==> config.mk <==
export PLATFORM = sky130hd
export DESIGN_NAME = grf_rd_arbiter_flat
export DESIGN_NICKNAME = d
export VERILOG_FILES = /design/src/rtl/grf_rd_arbiter_if.sv /design/src/rtl/grf_rd_arbiter.sv /design/src/flat_wrapper.sv
export SDC_FILE = /design/constraint.sdc
export NUM_CORES = 1
export LEC_CHECK = 0
export ABC_AREA = 1
export ABC_CLOCK_PERIOD_IN_PS = 2880
export CORE_ASPECT_RATIO = 1.4
export CORE_UTILIZATION = 40
export DETAILED_ROUTE_END_ITERATION = 6
export GPL_ROUTABILITY_DRIVEN = 0
export PLACE_DENSITY = 0.79
export SYNTH_ARGS = -nofsm -noshare
export SYNTH_HDL_FRONTEND = slang
export SYNTH_SLANG_ARGS = --single-unit
==> constraint.sdc <==
create_clock -name clk -period 2.88 [get_ports clk]
set_clock_uncertainty 0.1 [all_clocks]
set_input_delay 0.288 -clock clk [delete_from_list [all_inputs] [get_ports clk]]
set_output_delay 0.288 -clock clk [all_outputs]
set_load 0.005 [all_outputs]
==> src/rtl/grf_rd_arbiter_if.sv <==
// -----------------------------------------------------------------------------
// grf_rd_arbiter_if
// Bundles the request, response and GRF read-mux signals of the register-file
// read-port arbiter.
//   req_valid/req_addr/req_ready : per-requester read request handshake
//   req_lock                     : per-requester lock hint (GRF_ARB_LOCK_EN only)
//   rf_raddr/rf_rdata            : select to / data from the 32:1 GRF read mux
//   rsp_valid/rsp_id/rsp_data    : registered read response
//   rsp_ready                    : response consumed
// Modports: slave = arbiter side, master = requester/environment side.
// Optional feature macro: GRF_ARB_LOCK_EN
// -----------------------------------------------------------------------------
interface grf_rd_arbiter_if #(
  parameter int NREQ = 4,
  parameter int AW   = 5,
  parameter int DW   = 32
);
  logic [NREQ-1:0]    req_valid;
  logic [NREQ*AW-1:0] req_addr;
  logic [NREQ-1:0]    req_ready;
`ifdef GRF_ARB_LOCK_EN
  logic [NREQ-1:0]    req_lock;
`endif
  logic [AW-1:0]      rf_raddr;
  logic [DW-1:0]      rf_rdata;
  logic               rsp_valid;
  logic [2:0]         rsp_id;
  logic [DW-1:0]      rsp_data;
  logic               rsp_ready;

`ifdef GRF_ARB_LOCK_EN
  modport slave (
    input  req_valid, req_addr, req_lock, rf_rdata, rsp_ready,
    output req_ready, rf_raddr, rsp_valid, rsp_id, rsp_data
  );
  modport master (
    output req_valid, req_addr, req_lock, rf_rdata, rsp_ready,
    input  req_ready, rf_raddr, rsp_valid, rsp_id, rsp_data
  );
`else
  modport slave (
    input  req_valid, req_addr, rf_rdata, rsp_ready,
    output req_ready, rf_raddr, rsp_valid, rsp_id, rsp_data
  );
  modport master (
    output req_valid, req_addr, rf_rdata, rsp_ready,
    input  req_ready, rf_raddr, rsp_valid, rsp_id, rsp_data
  );
`endif
endinterface

==> src/rtl/grf_rd_arbiter.sv <==
// -----------------------------------------------------------------------------
// grf_rd_arbiter
// Round-robin arbiter sharing the single GRF read port among NREQ requesters.
// The winning address drives the read mux combinationally in the grant cycle;
// the returned data is registered one cycle later as the response, with reads
// of register 0 forced to zero.
// Ports:
//   clk   : system clock, rising edge
//   reset : synchronous, active-high reset
//   bus   : grf_rd_arbiter_if.slave (request, response and read-mux signals)
// Optional feature macro: GRF_ARB_LOCK_EN
//   When defined, a granted requester asserting req_lock keeps ownership of the
//   read port on its following valid requests until it issues with req_lock=0
//   or drops req_valid in a cycle where a grant could be made.
// -----------------------------------------------------------------------------
module grf_rd_arbiter #(
  parameter int NREQ = 4,
  parameter int AW   = 5,
  parameter int DW   = 32
) (
  input logic              clk,
  input logic              reset,
  grf_rd_arbiter_if.slave  bus
);

  localparam int PW = $clog2(NREQ);

  // Registered state
  logic          rsp_valid_q, rsp_valid_d;
  logic [2:0]    rsp_id_q,    rsp_id_d;
  logic [DW-1:0] rsp_data_q,  rsp_data_d;
  logic [PW-1:0] ptr_q,       ptr_d;
  logic [AW-1:0] raddr_q,     raddr_d;
`ifdef GRF_ARB_LOCK_EN
  logic          lock_q,      lock_d;
  logic [PW-1:0] lock_idx_q,  lock_idx_d;
`endif

  // Arbitration results
  logic          can_issue_s;
  logic          found_s;
  logic [PW-1:0] cand_s;
  logic [PW-1:0] gnt_idx_s;
  logic          gnt_valid_s;
  logic [AW-1:0] gnt_addr_s;
  logic [PW-1:0] ptr_inc_s;
  logic [NREQ-1:0] req_ready_s;

  // Rotating priority scan from ptr, with a locked owner taking precedence.
  always_comb begin
    can_issue_s = !rsp_valid_q || bus.rsp_ready;
    found_s     = 1'b0;
    gnt_idx_s   = '0;
    cand_s      = '0;
`ifdef GRF_ARB_LOCK_EN
    if (lock_q && bus.req_valid[lock_idx_q]) begin
      found_s   = 1'b1;
      gnt_idx_s = lock_idx_q;
    end else begin
      found_s   = 1'b0;
    end
`endif
    for (int k = 0; k < NREQ; k++) begin
      cand_s = PW'((int'(ptr_q) + k) % NREQ);
      if (!found_s && bus.req_valid[cand_s]) begin
        found_s   = 1'b1;
        gnt_idx_s = cand_s;
      end else begin
        found_s   = found_s;
      end
    end
    gnt_valid_s = can_issue_s && found_s;
    gnt_addr_s  = bus.req_addr[int'(gnt_idx_s)*AW +: AW];
    ptr_inc_s   = (gnt_idx_s == PW'(NREQ - 1)) ? '0 : gnt_idx_s + PW'(1);
    req_ready_s = '0;
    if (gnt_valid_s) begin
      req_ready_s[gnt_idx_s] = 1'b1;
    end else begin
      req_ready_s = '0;
    end
  end

  // Next-state: issue, drain on consume, or freeze under backpressure.
  always_comb begin
    rsp_valid_d = rsp_valid_q;
    rsp_id_d    = rsp_id_q;
    rsp_data_d  = rsp_data_q;
    ptr_d       = ptr_q;
    raddr_d     = raddr_q;
`ifdef GRF_ARB_LOCK_EN
    lock_d      = lock_q;
    lock_idx_d  = lock_idx_q;
`endif
    if (gnt_valid_s) begin
      rsp_valid_d = 1'b1;
      rsp_id_d    = 3'(gnt_idx_s);
      rsp_data_d  = (gnt_addr_s == '0) ? '0 : bus.rf_rdata;
      raddr_d     = gnt_addr_s;
`ifdef GRF_ARB_LOCK_EN
      if (bus.req_lock[gnt_idx_s]) begin
        // Owner keeps the port; ptr stays so normal order resumes after it.
        lock_d     = 1'b1;
        lock_idx_d = gnt_idx_s;
        ptr_d      = ptr_q;
      end else begin
        lock_d     = 1'b0;
        lock_idx_d = lock_idx_q;
        ptr_d      = ptr_inc_s;
      end
`else
      ptr_d       = ptr_inc_s;
`endif
    end else if (can_issue_s) begin
      // No requester at all: any lock owner has dropped valid.
      rsp_valid_d = rsp_valid_q && !bus.rsp_ready;
`ifdef GRF_ARB_LOCK_EN
      lock_d      = 1'b0;
`endif
    end else begin
      rsp_valid_d = rsp_valid_q;
    end
  end

  // State registers with synchronous reset.
  always_ff @(posedge clk) begin
    if (reset) begin
      rsp_valid_q <= 1'b0;
      rsp_id_q    <= 3'd0;
      rsp_data_q  <= '0;
      ptr_q       <= '0;
      raddr_q     <= '0;
`ifdef GRF_ARB_LOCK_EN
      lock_q      <= 1'b0;
      lock_idx_q  <= '0;
`endif
    end else begin
      rsp_valid_q <= rsp_valid_d;
      rsp_id_q    <= rsp_id_d;
      rsp_data_q  <= rsp_data_d;
      ptr_q       <= ptr_d;
      raddr_q     <= raddr_d;
`ifdef GRF_ARB_LOCK_EN
      lock_q      <= lock_d;
      lock_idx_q  <= lock_idx_d;
`endif
    end
  end

  // Mux select follows the grant, otherwise holds the last issued address.
  assign bus.rf_raddr  = gnt_valid_s ? gnt_addr_s : raddr_q;
  assign bus.req_ready = req_ready_s;
  assign bus.rsp_valid = rsp_valid_q;
  assign bus.rsp_id    = rsp_id_q;
  assign bus.rsp_data  = rsp_data_q;

endmodule

==> src/flat_wrapper.sv <==
// flat-port wrapper written by rule: the top's interface ports become plain ports
module grf_rd_arbiter_flat 
#(
  parameter int NREQ = 4,
  parameter int AW   = 5,
  parameter int DW   = 32
)
  (clk, reset, bus_req_valid, bus_req_addr, bus_rf_rdata, bus_rsp_ready, bus_req_ready, bus_rf_raddr, bus_rsp_valid, bus_rsp_id, bus_rsp_data);
  grf_rd_arbiter_if #(.NREQ(NREQ), .AW(AW), .DW(DW)) bus_i ();
  input logic clk;
  input logic reset;
  input wire logic [$bits(bus_i.req_valid)-1:0] bus_req_valid;
  input wire logic [$bits(bus_i.req_addr)-1:0] bus_req_addr;
  input wire logic [$bits(bus_i.rf_rdata)-1:0] bus_rf_rdata;
  input wire logic [$bits(bus_i.rsp_ready)-1:0] bus_rsp_ready;
  output wire logic [$bits(bus_i.req_ready)-1:0] bus_req_ready;
  output wire logic [$bits(bus_i.rf_raddr)-1:0] bus_rf_raddr;
  output wire logic [$bits(bus_i.rsp_valid)-1:0] bus_rsp_valid;
  output wire logic [$bits(bus_i.rsp_id)-1:0] bus_rsp_id;
  output wire logic [$bits(bus_i.rsp_data)-1:0] bus_rsp_data;
  assign bus_i.req_valid = bus_req_valid;
  assign bus_i.req_addr = bus_req_addr;
  assign bus_i.rf_rdata = bus_rf_rdata;
  assign bus_i.rsp_ready = bus_rsp_ready;
  assign bus_req_ready = bus_i.req_ready;
  assign bus_rf_raddr = bus_i.rf_raddr;
  assign bus_rsp_valid = bus_i.rsp_valid;
  assign bus_rsp_id = bus_i.rsp_id;
  assign bus_rsp_data = bus_i.rsp_data;
  grf_rd_arbiter #(.NREQ(NREQ), .AW(AW), .DW(DW)) u_core (.clk(clk), .reset(reset), .bus(bus_i));
endmodule
==> results of run 1 <==
==> where the power goes <==
part           switching (mW)  internal [mW]  leakage, nW  total, mW
clock network           0.191          0.193       0.0482      0.384
logic                    2.30           1.81         1.39       4.11
registers              0.0967          0.767        0.349      0.864
==> worst max-delay path: stages (launching register included) <==
cell,delay [ns]
dfxtp_2,0.33
buf_6,0.13
buf_4,0.14
nand2_1,0.07
nand2_2,0.07
nand2_1,0.06
nand2_1,0.08
nand2_2,0.09
nand2_2,0.07
nand2_4,0.10
nand3_4,0.11
buf_4,0.16
nand2_1,0.06
nand3_1,0.07
nand2_1,0.08
nand2_1,0.06
o21ai_2,0.06
inv_1,0.05
dlygate4sd2_1,0.26
==> cells in the mapped netlist (2+ instances only) <==
master and count:
o21ai_0 6, nand2_1 112, ha_1 4, nand2_2 11, a21oi_2 30, nand3_2 5, o21bai_1 2, nor2_1 11
clkbuf_1 12, a21oi_1 7, nand3_4 3, nand3_1 16, dfxtp_1 42, nand2_4 7, inv_1 18, buf_6 4
o21bai_2 30, nand4_1 7, buf_12 3, inv_2 3
==> registers in the layout, indices dropped and copies added, names as in the netlist <==
signal                flops
u_core.bus.rsp_data      32
u_core.raddr_q            5
u_core.bus.rsp_id         2
u_core.ptr_q              2
u_core.bus.rsp_valid      1
==> cells by family (layout without fill, tap and decap cells) <==
group,count (synthesis),in the layout,share of synthesized area [%]
fa+ha+maj,4,4,1.844
compound gates,76,76,25.36
simple gates,175,175,31.95
buf+inv,44,161,9.727
other cells,1,1,0.1382
flops,42,42,30.98
==> routing by layer <==
metal,up-vias,global-route usage [%]
li1,1335,-
met1,1236,22.82
met2,90,37.37
met3,11,4.357
met4,0,7.240
met5,-,0
==> what timing repair did <==
item                                    4_1_cts  5_1_grt
pin swaps                                     0        3
gates resized for setup                       9       17
gates cloned                                  0        1
endpoints found under the setup margin        8        8
buffers inserted                              2        2
==> metrics by stage <==
stage               std cells  util, %
finish                    533    61.16
global route              533    61.16
CTS                       530    60.32
detailed placement        520    58.57
global placement          520    58.57
floorplan                 342        -
==> layout by cell type (no fill, tap or decap), types with 11 or more instances in the layout <==
cell             synthesis  final
nand2_2                 11     15
clkdlybuf4s50_1          0     92
o21bai_2                30     30
a21oi_2                 30     30
dfxtp_1                 42     40
nor2_1                  11     11
nand2_1                112    108
nand3_1                 16     16
inv_1                   18     16
buf_4                    1     24
==> worst paths after layout <==
| check | start | endpoint | slack [ns] | cells after the start |
|---|---|---|---|---|
| worst max-delay path | u_core.ptr_q[0] | bus_rf_raddr[3] | 0.15 | 18 |
| worst min-delay path | reset | u_core.bus.rsp_data[6] | 0.16 | 2 |
| worst max register to register | u_core.ptr_q[0] | u_core.bus.rsp_data[14] | 0.37 | 19 |
| worst min register to register | u_core.bus.rsp_data[6] | u_core.bus.rsp_data[6] | 0.37 | 2 |
==> final cells by class <==
class	count	share of cell area (%)
multi-input cells	256	40.39
repair buffers	130	31.55
flip-flops and latches	42	20.99
inverters	23	2.491
well taps	74	2.305
clock buffers	7	2.149
clock inverters	1	0.1246
==> results.json, run 1 <==
{
  "antenna_left": 0,
  "ir_worst_vdd_v": 0.0007984,
  "synthTopCellsByArea": "dfxtp_1 (31%), nand2_1 (15%), o21bai_2 (12%)",
  "wl_mm": 7.140,
  "critPathArrivalTime_ns": 2.35,
  "synth_seq_cells": 42,
  "core_area_mm2": 0.006569,
  "critical_path_required_ns": 2.49,
  "wl_met3_um": 422,
  "placed_area_mm2": 0.003847,
  "port_buffers": 102,
  "synth_nets": 405,
  "maxSlewViolCount": 0,
  "period_needed_ns": 2.733,
  "crit_path_max_fanout": 5,
  "cts.sinks": 42,
  "first_pass_iters": 4,
  "grt_pass1_wl_mm": 11.68,
  "hold_viol": 0,
  "dieHeight_um": 99.46,
  "hold_ws_ns": 0.1621,
  "grt_pass1_vias": 2581,
  "num_vias": 2672,
  "hold_buffers": 0,
  "total_power_mw": 5.359,
  "finalCritPeriodShare_pct": 94.90,
  "p_leak_nw": 1.785,
  "synth_edf_count": 0,
  "cts_tree": "yes",
  "grt_max_degree": 34,
  "final_cell_area_mm2": 0.004018,
  "ys.flop_type": "dfxtp_1",
  "seq_area_frac_synth_pct": 30.98,
  "clk_path_buf_depth": 2,
  "worst_slack_ns": 0.1468,
  "fp.dieW_um": 71.62,
  "cts_root_buffer": "clkbuf_8",
  "clk_pin_slew_worst_paths_ns": 0.08,
  "fillers": 611,
  "die_area_mm2": 0.007123,
  "ys_types": 29,
  "drv_cap": 0,
  "drc": 0,
  "outcome": "complete, no violations",
  "end_kind": "primary output",
  "drt-initial-drc-count": 88,
  "dp_slack_ns": -0.07474,
  "synth_top_cell_by_area": "dfxtp_1",
  "drive_gt1_share_pct": 30.07,
  "startpoint_type": "flip-flop",
  "groute.usage.overall_pct": 20.39,
  "antennaDiodeCount": 0,
  "hold_class": "in2reg",
  "setup_tns_ns": 0,
  "syn_avg_cell_area_um2": 7.935,
  "floorplan.initialDensity_pct": 41.31,
  "synth_top_area_share_pct": 30.98,
  "overflow": 0,
  "seq_area_um2": 843.3,
  "antenna_found_initial": 0,
  "wl_per_cell_um": 13.40,
  "hpwl_mm": 5.164,
  "syn_inst": 342,
  "tightestPinTransition_ns": 0.5364,
  "vias_per_cell": 5.013,
  "yosys_warnings": 0,
  "fmax_mhz": 365.9,
  "setup_viol": 0,
  "powerDensity_mw_per_mm2": 1334,
  "m1WireLength_mm": 2.836,
  "h-tree-depth": 2,
  "maxSlewHeadroom_pct": 64.24,
  "route.met2.wl_mm": 3.749,
  "area_growth_pct": 48.04,
  "topRoutingLayerUsed": "met4",
  "async_flop_share_pct": 0,
  "clkLatencyLatePin_ns": 0.28,
  "multiInputGateArea_mm2": 0.001623,
  "crit_type": "reg2out",
  "syn_area_mm2": 0.002714,
  "rows": 35,
  "nets": 521,
  "pin_count": 104,
  "cts_made_buffers": 5
}
No activity file was read; power rests on OpenSTA's default activity.
==> run 2, diff against run 1 <==
--- a/config.mk
+++ b/config.mk
@@ -6,11 +6,12 @@
 export NUM_CORES = 1
 export LEC_CHECK = 0
 export ABC_AREA = 1
-export ABC_CLOCK_PERIOD_IN_PS = 2880
+export ABC_CLOCK_PERIOD_IN_PS = 3000
 export CORE_ASPECT_RATIO = 1.4
 export CORE_UTILIZATION = 40
 export DETAILED_ROUTE_END_ITERATION = 6
 export GPL_ROUTABILITY_DRIVEN = 0
+export GPL_TIMING_DRIVEN = 0
 export PLACE_DENSITY = 0.79
 export SYNTH_ARGS = -nofsm -noshare
 export SYNTH_HDL_FRONTEND = slang
==> constraint.sdc (replaced) <==
create_clock -name clk -period 3 [get_ports clk]
set_clock_uncertainty 0.1 [all_clocks]
set_input_delay 0.3 -clock clk [delete_from_list [all_inputs] [get_ports clk]]
set_output_delay 0.3 -clock clk [all_outputs]
set_load 0.005 [all_outputs]
==> run 2 against run 1 <==
Register-to-register slack better by 0.10 ns. Via count fell by 1.6%. Routed wire length shrank 0.80%. Clock power decreased by 3%. Largest cell class unchanged. Highest routed layer unchanged.
==> results.json, run 2 (same netlist as run 1, synthesis figures left out) <==
{
  "finalCritPeriodShare_pct": 96.31,
  "hpwl_mm": 5.217,
  "drc": 0,
  "grt_pass1_wl_mm": 11.32,
  "crit_start": "bus_req_valid[2]",
  "hold_viol": 0,
  "startpoint_type": "input pin",
  "final_cell_area_mm2": 0.004034,
  "placed_area_mm2": 0.003817,
  "fillers": 577,
  "drive_gt1_share_pct": 29.10,
  "ir_worst_vdd_v": 0.0008255,
  "overflow": 0,
  "area_growth_pct": 48.64,
  "cts_tree": "yes",
  "pwr-share-comb_pct": 76.6,
  "antennaDiodeCount": 0,
  "min_from": "reset",
  "period_needed_ns": 2.889,
  "seq_area_um2": 843.3,
  "power_frac_clock_pct": 7.2,
  "p_seq_share_pct": 16.1,
  "rows": 35,
  "cts.sinks": 42,
  "port_buffers": 101,
  "most-common-layout-cells": "nand2_1 (108), clkdlybuf4s50_1 (94), dfxtp_1 (40), o21bai_2 (30), a21oi_2 (30)",
  "groute.usage.overall_pct": 19.80,
  "vias_per_cell": 4.953,
  "cts_root_buffer": "clkbuf_8",
  "clkLatencyLatePin_ns": 0.28,
  "largest_reg_flops": 32,
  "maxSlewHeadroom_pct": 53.66,
  "place_inst": 517,
  "end_kind": "primary output",
  "first_pass_iters": 4,
  "p_int_mw": 2.630,
  "tightestPinTransition_ns": 0.6952,
  "critPathArrivalTime_ns": 2.49,
  "powerDensity_mw_per_mm2": 1276,
  "rsz0062_at_grt": "yes",
  "h-tree-depth": 2,
  "clk_pin_slew_worst_paths_ns": 0.08,
  "wl_met3_um": 434,
  "setup_viol": 0,
  "total_power_mw": 5.147,
  "wl_mm": 7.083,
  "maxSlewViolCount": 0,
  "drt-initial-drc-count": 59,
  "stdcell_count": 531,
  "crit_type": "in2out",
  "layout_commonest_cell": "nand2_1",
  "core_area_mm2": 0.006569,
  "outcome": "complete, no violations",
  "crit_path_max_fanout": 10,
  "die_area_mm2": 0.007123,
  "wl_per_cell_um": 13.34,
  "clk_path_buf_depth": 2,
  "num_vias": 2630,
  "multiInputGateArea_mm2": 0.001659,
  "critical_path_required_ns": 2.60,
  "drv_cap": 0,
  "antenna_left": 0,
  "p_leak_nw": 1.750,
  "pin_count": 104,
  "grt_pass1_vias": 2480,
  "floorplan.initialDensity_pct": 41.31,
  "topRoutingLayerUsed": "met4",
  "cts_made_buffers": 5,
  "crit-reg2reg-launch": "u_core.ptr_q[0]",
  "antenna_found_initial": 0,
  "fmax_mhz": 346.1,
  "dieHeight_um": 99.46,
  "swShare_pct": 48.90,
  "fp.dieW_um": 71.62,
  "grt_max_degree": 13,
  "hold_class": "in2reg",
  "nets": 519,
  "m1WireLength_mm": 2.881,
  "switchingPower_mw": 2.517,
  "route.met2.wl_mm": 3.625
}
## run 2: cell count changes in the layout (fill, tap and decap cells not counted), moves of 2 or more
cell / delta
clkdlybuf4s50_1: +2
clkbuf_1: +8
nand3_2: +3
buf_4: -18
nand3_1: -4
buf_6: +3
clkbuf_4: +2
clkbuf_2: +2
## run 2: final cells by class
| class | count | share of cell area (%) |
|---|---|---|
| plain buffers | 21 | 4.529 |
| clock buffers | 7 | 2.140 |
| clock inverters | 1 | 0.1241 |
| inverters | 23 | 2.419 |
| multi-input cells | 256 | 41.13 |
| flip-flops and latches | 42 | 20.91 |
| well taps | 74 | 2.295 |
| repair buffers | 107 | 26.46 |
## run 2: worst max-delay path, stage by stage
cell and delay, ns:
clkdlybuf4s50_1 0.49, inv_1 0.08, nand2_2 0.10, nand3_2 0.12
nand2_4 0.12, inv_1 0.09, nand2_2 0.09, nand2_4 0.09
nand3_4 0.10, buf_8 0.14, ha_1 0.14, inv_1 0.03
nor2_1 0.09, clkdlybuf4s50_1 0.50
## run 2: path summary, 6_finish.rpt
path,to,slack [ns],cells past startpoint
setup / recovery,bus_req_ready[0],0.11,14
hold / removal,u_core.bus.rsp_data[8],0.36,2
setup reg to reg,u_core.bus.rsp_data[30],0.47,18
hold reg to reg,u_core.bus.rsp_data[7],0.37,2
## run 2: what timing repair did
action,4_1_cts,5_1_grt
setup endpoints to repair,5,9
resized for setup,14,23
hold buffers,0,0
setup buffers,2,3
gates cloned,1,0
pin swaps,2,5
## run 2: power groups by stage
stage               registers (mW)  logic, mW  clock network (mW)
detailed placement           0.834       3.77                   0
floorplan                    0.834       2.63                   0
finish                       0.831       3.94               0.372
CTS                          0.829       3.85               0.381
global route                 0.851       4.33               0.404
global placement             0.830       3.71                   0
## run 2: routing by layer
metal,up-vias,track usage [%]
li1,1331,-
met1,1190,22.63
met2,96,35.70
met3,13,3.647
met4,0,7.994
met5,-,0
## run 2: stage by stage
step                      util, %  worst slack (ns)  TNS, ns  hold WS [ns]
final                       61.41            0.1106        0        0.3598
after global routing        61.41          -0.05172  -0.1362        0.3931
after CTS                   60.19          0.002086        0        0.3671
after detailed placement    58.11           -0.3346   -1.437        0.3626
after global placement      58.11           -0.2774   -1.155        0.3529
after floorplan                 -            0.8392        0        0.3527
==> run 3, diff against run 2 <==
--- a/config.mk
+++ b/config.mk
@@ -13,6 +13,7 @@
 export GPL_ROUTABILITY_DRIVEN = 0
 export GPL_TIMING_DRIVEN = 0
 export PLACE_DENSITY = 0.79
+export RECOVER_POWER = 25
 export SYNTH_ARGS = -nofsm -noshare
 export SYNTH_HDL_FRONTEND = slang
 export SYNTH_SLANG_ARGS = --single-unit
==> run 3 against run 2 <==
Count of clock-buffer cells in the layout did not move. Highest routed layer unchanged. Power fell by 0.56%. Register-to-register slack barely moved. Routed wire length rose by 0.18%. Worst hold slack barely moved. First-iteration DRC count rose by 5.1%. Sequential share of layout area did not move. Critical endpoint unchanged. Sequential cell count did not move. Largest cell class unchanged. Via count fell by 0.46%.
==> results.json, run 3 (same netlist as run 1, synthesis figures left out) <==
{
  "outcome": "complete, no violations",
  "maxSlewViolCount": 0,
  "hold_end": "u_core.bus.rsp_data[8]",
  "cts_made_buffers": 5,
  "tightestPinTransition_ns": 0.6952,
  "num_vias": 2618,
  "overflow": 0,
  "antenna_left": 0,
  "hpwl_mm": 5.217,
  "area_growth_pct": 48.64,
  "startpoint_type": "input pin",
  "pin_count": 104,
  "cts_root_buffer": "clkbuf_8",
  "finalCritPeriodShare_pct": 96.40,
  "setup_viol": 0,
  "hold_depth": 2,
  "crit-reg2reg-launch": "u_core.ptr_q[0]",
  "most-common-layout-cells": "nand2_1 (108), clkdlybuf4s50_1 (73), dfxtp_1 (40), o21bai_2 (30), a21oi_2 (30)",
  "p_seq_share_pct": 16.2,
  "drc": 0,
  "power_frac_clock_pct": 7.3,
  "grt_pass1_wl_mm": 11.32,
  "switchingPower_mw": 2.515,
  "groute.usage.overall_pct": 19.80,
  "drive_gt1_share_pct": 29.10,
  "cts.sinks": 42,
  "core_area_mm2": 0.006569,
  "rr_endpoint": "u_core.bus.rsp_data[30]",
  "grt_max_degree": 13,
  "clk_pin_slew_worst_paths_ns": 0.08,
  "pwr-share-comb_pct": 76.6,
  "clkLatencyLatePin_ns": 0.28,
  "rsz0062_at_grt": "yes",
  "first_pass_iters": 5,
  "antenna_found_initial": 0,
  "utilization_pct": 61.41,
  "min_from": "reset",
  "crit_path_max_fanout": 10,
  "wl_per_cell_um": 13.36,
  "hold_buffers": 0,
  "grt_pass1_vias": 2480,
  "wl_mm": 7.096,
  "route.met2.wl_mm": 3.621,
  "layout_commonest_cell": "nand2_1",
  "topRoutingLayerUsed": "met4",
  "fp.dieW_um": 71.62,
  "cts_tree": "yes",
  "p_leak_nw": 1.798,
  "p_int_mw": 2.603,
  "m1WireLength_mm": 2.907,
  "crit_type": "in2out",
  "ir_worst_vdd_v": 0.0008260,
  "period_needed_ns": 2.892,
  "vias_per_cell": 4.930,
  "wl_met3_um": 426,
  "critical_path_required_ns": 2.60,
  "die_area_mm2": 0.007123,
  "drv_cap": 0,
  "maxSlewHeadroom_pct": 53.65,
  "hold_class": "in2reg",
  "hold_viol": 0,
  "rows": 35,
  "port_buffers": 101,
  "floorplan.initialDensity_pct": 41.31,
  "clk_path_buf_depth": 2,
  "nets": 519,
  "h-tree-depth": 2,
  "reg2reg_slack_ns": 0.47,
  "powerDensity_mw_per_mm2": 1269,
  "drt-initial-drc-count": 62,
  "end_kind": "primary output",
  "largest_reg_flops": 32,
  "critPathArrivalTime_ns": 2.49,
  "rr_worst_depth": 18,
  "total_power_mw": 5.118,
  "fillers": 577,
  "fmax_mhz": 345.8,
  "dieHeight_um": 99.46,
  "antennaDiodeCount": 0,
  "swShare_pct": 49.14
}
==> run 3: cell count changes in the layout (fill, tap and decap cells not counted), sizes merged <==
cell,before,now
clkdlybuf4s50,94,73
dlygate4sd3,0,21
==> run 3: through the flow <==
stage / cells / setup TNS, ns / setup slack (ns) / hold WS [ns] / area [µm²]
2_1_floorplan: 342 / 0 / 0.8392 / 0.3527 / 2714
3_3_place_gp: 517 / -1.155 / -0.2774 / 0.3529 / 3817
3_5_place_dp: 517 / -1.437 / -0.3346 / 0.3626 / 3817
4_1_cts: 528 / 0 / 0.002086 / 0.3671 / 3954
5_1_grt: 531 / -0.1362 / -0.05172 / 0.3931 / 4034
6_report: 531 / 0 / 0.1079 / 0.3599 / 4034
==> run 3: how the worst max path moves through the flow <==
stage	depth (start not counted)	end	from	slack [ns]
after floorplan	13	bus_rf_raddr[2]	u_core.ptr_q[0]	0.84
after global placement	14	bus_rf_raddr[2]	bus_req_valid[3]	-0.28
after detailed placement	14	bus_rf_raddr[2]	bus_req_valid[3]	-0.33
final	14	bus_req_ready[0]	bus_req_valid[2]	0.11
after global routing	19	bus_rf_raddr[3]	bus_req_valid[2]	-0.05
after CTS	14	bus_rf_raddr[3]	u_core.ptr_q[1]	0.002
==> run 3: critical path, stage by stage <==
cell and delay (ns):
clkdlybuf4s50_1 0.50, inv_1 0.08, nand2_2 0.10, nand3_2 0.12, nand2_4 0.12, inv_1 0.09
nand2_2 0.09, nand2_4 0.09, nand3_4 0.10, buf_8 0.14, ha_1 0.14, inv_1 0.03
nor2_1 0.09, clkdlybuf4s50_1 0.50
==> run 3: per-layer routing <==
layer	track usage [%]	vias to the layer above
met3	3.647	13
met5	0	-
met2	35.70	92
met4	7.994	0
met1	22.63	1181
li1	-	1332
==> run 3: cell type report <==
type	instances	area, µm²	share of cell area [%]
inverters	23	97.59	2.419
flip-flops and latches	42	843.3	20.91
repair buffers	107	1067	26.46
clock inverters	1	5.005	0.1241
multi-input cells	256	1659	41.13
well taps	74	92.59	2.295
plain buffers	21	182.7	4.529
clock buffers	7	86.33	2.140
==> run 3: timing repair <==
| action | CTS | global route |
|---|---|---|
| endpoints found under the setup margin | 5 | 9 |
| endpoints found under the hold margin | 0 | 0 |
| gates cloned | 1 | 0 |
| setup buffers | 2 | 3 |
| pin swaps | 2 | 5 |
| gates resized for setup | 14 | 23 |
==> run 3: power by group through the flow <==
stage / combinational [mW] / sequential, mW / clock (mW)
final: 3.92 / 0.827 / 0.371
after floorplan: 2.63 / 0.834 / 0
after global placement: 3.71 / 0.830 / 0
after CTS: 3.85 / 0.829 / 0.381
after global routing: 4.30 / 0.849 / 0.404
after detailed placement: 3.77 / 0.834 / 0
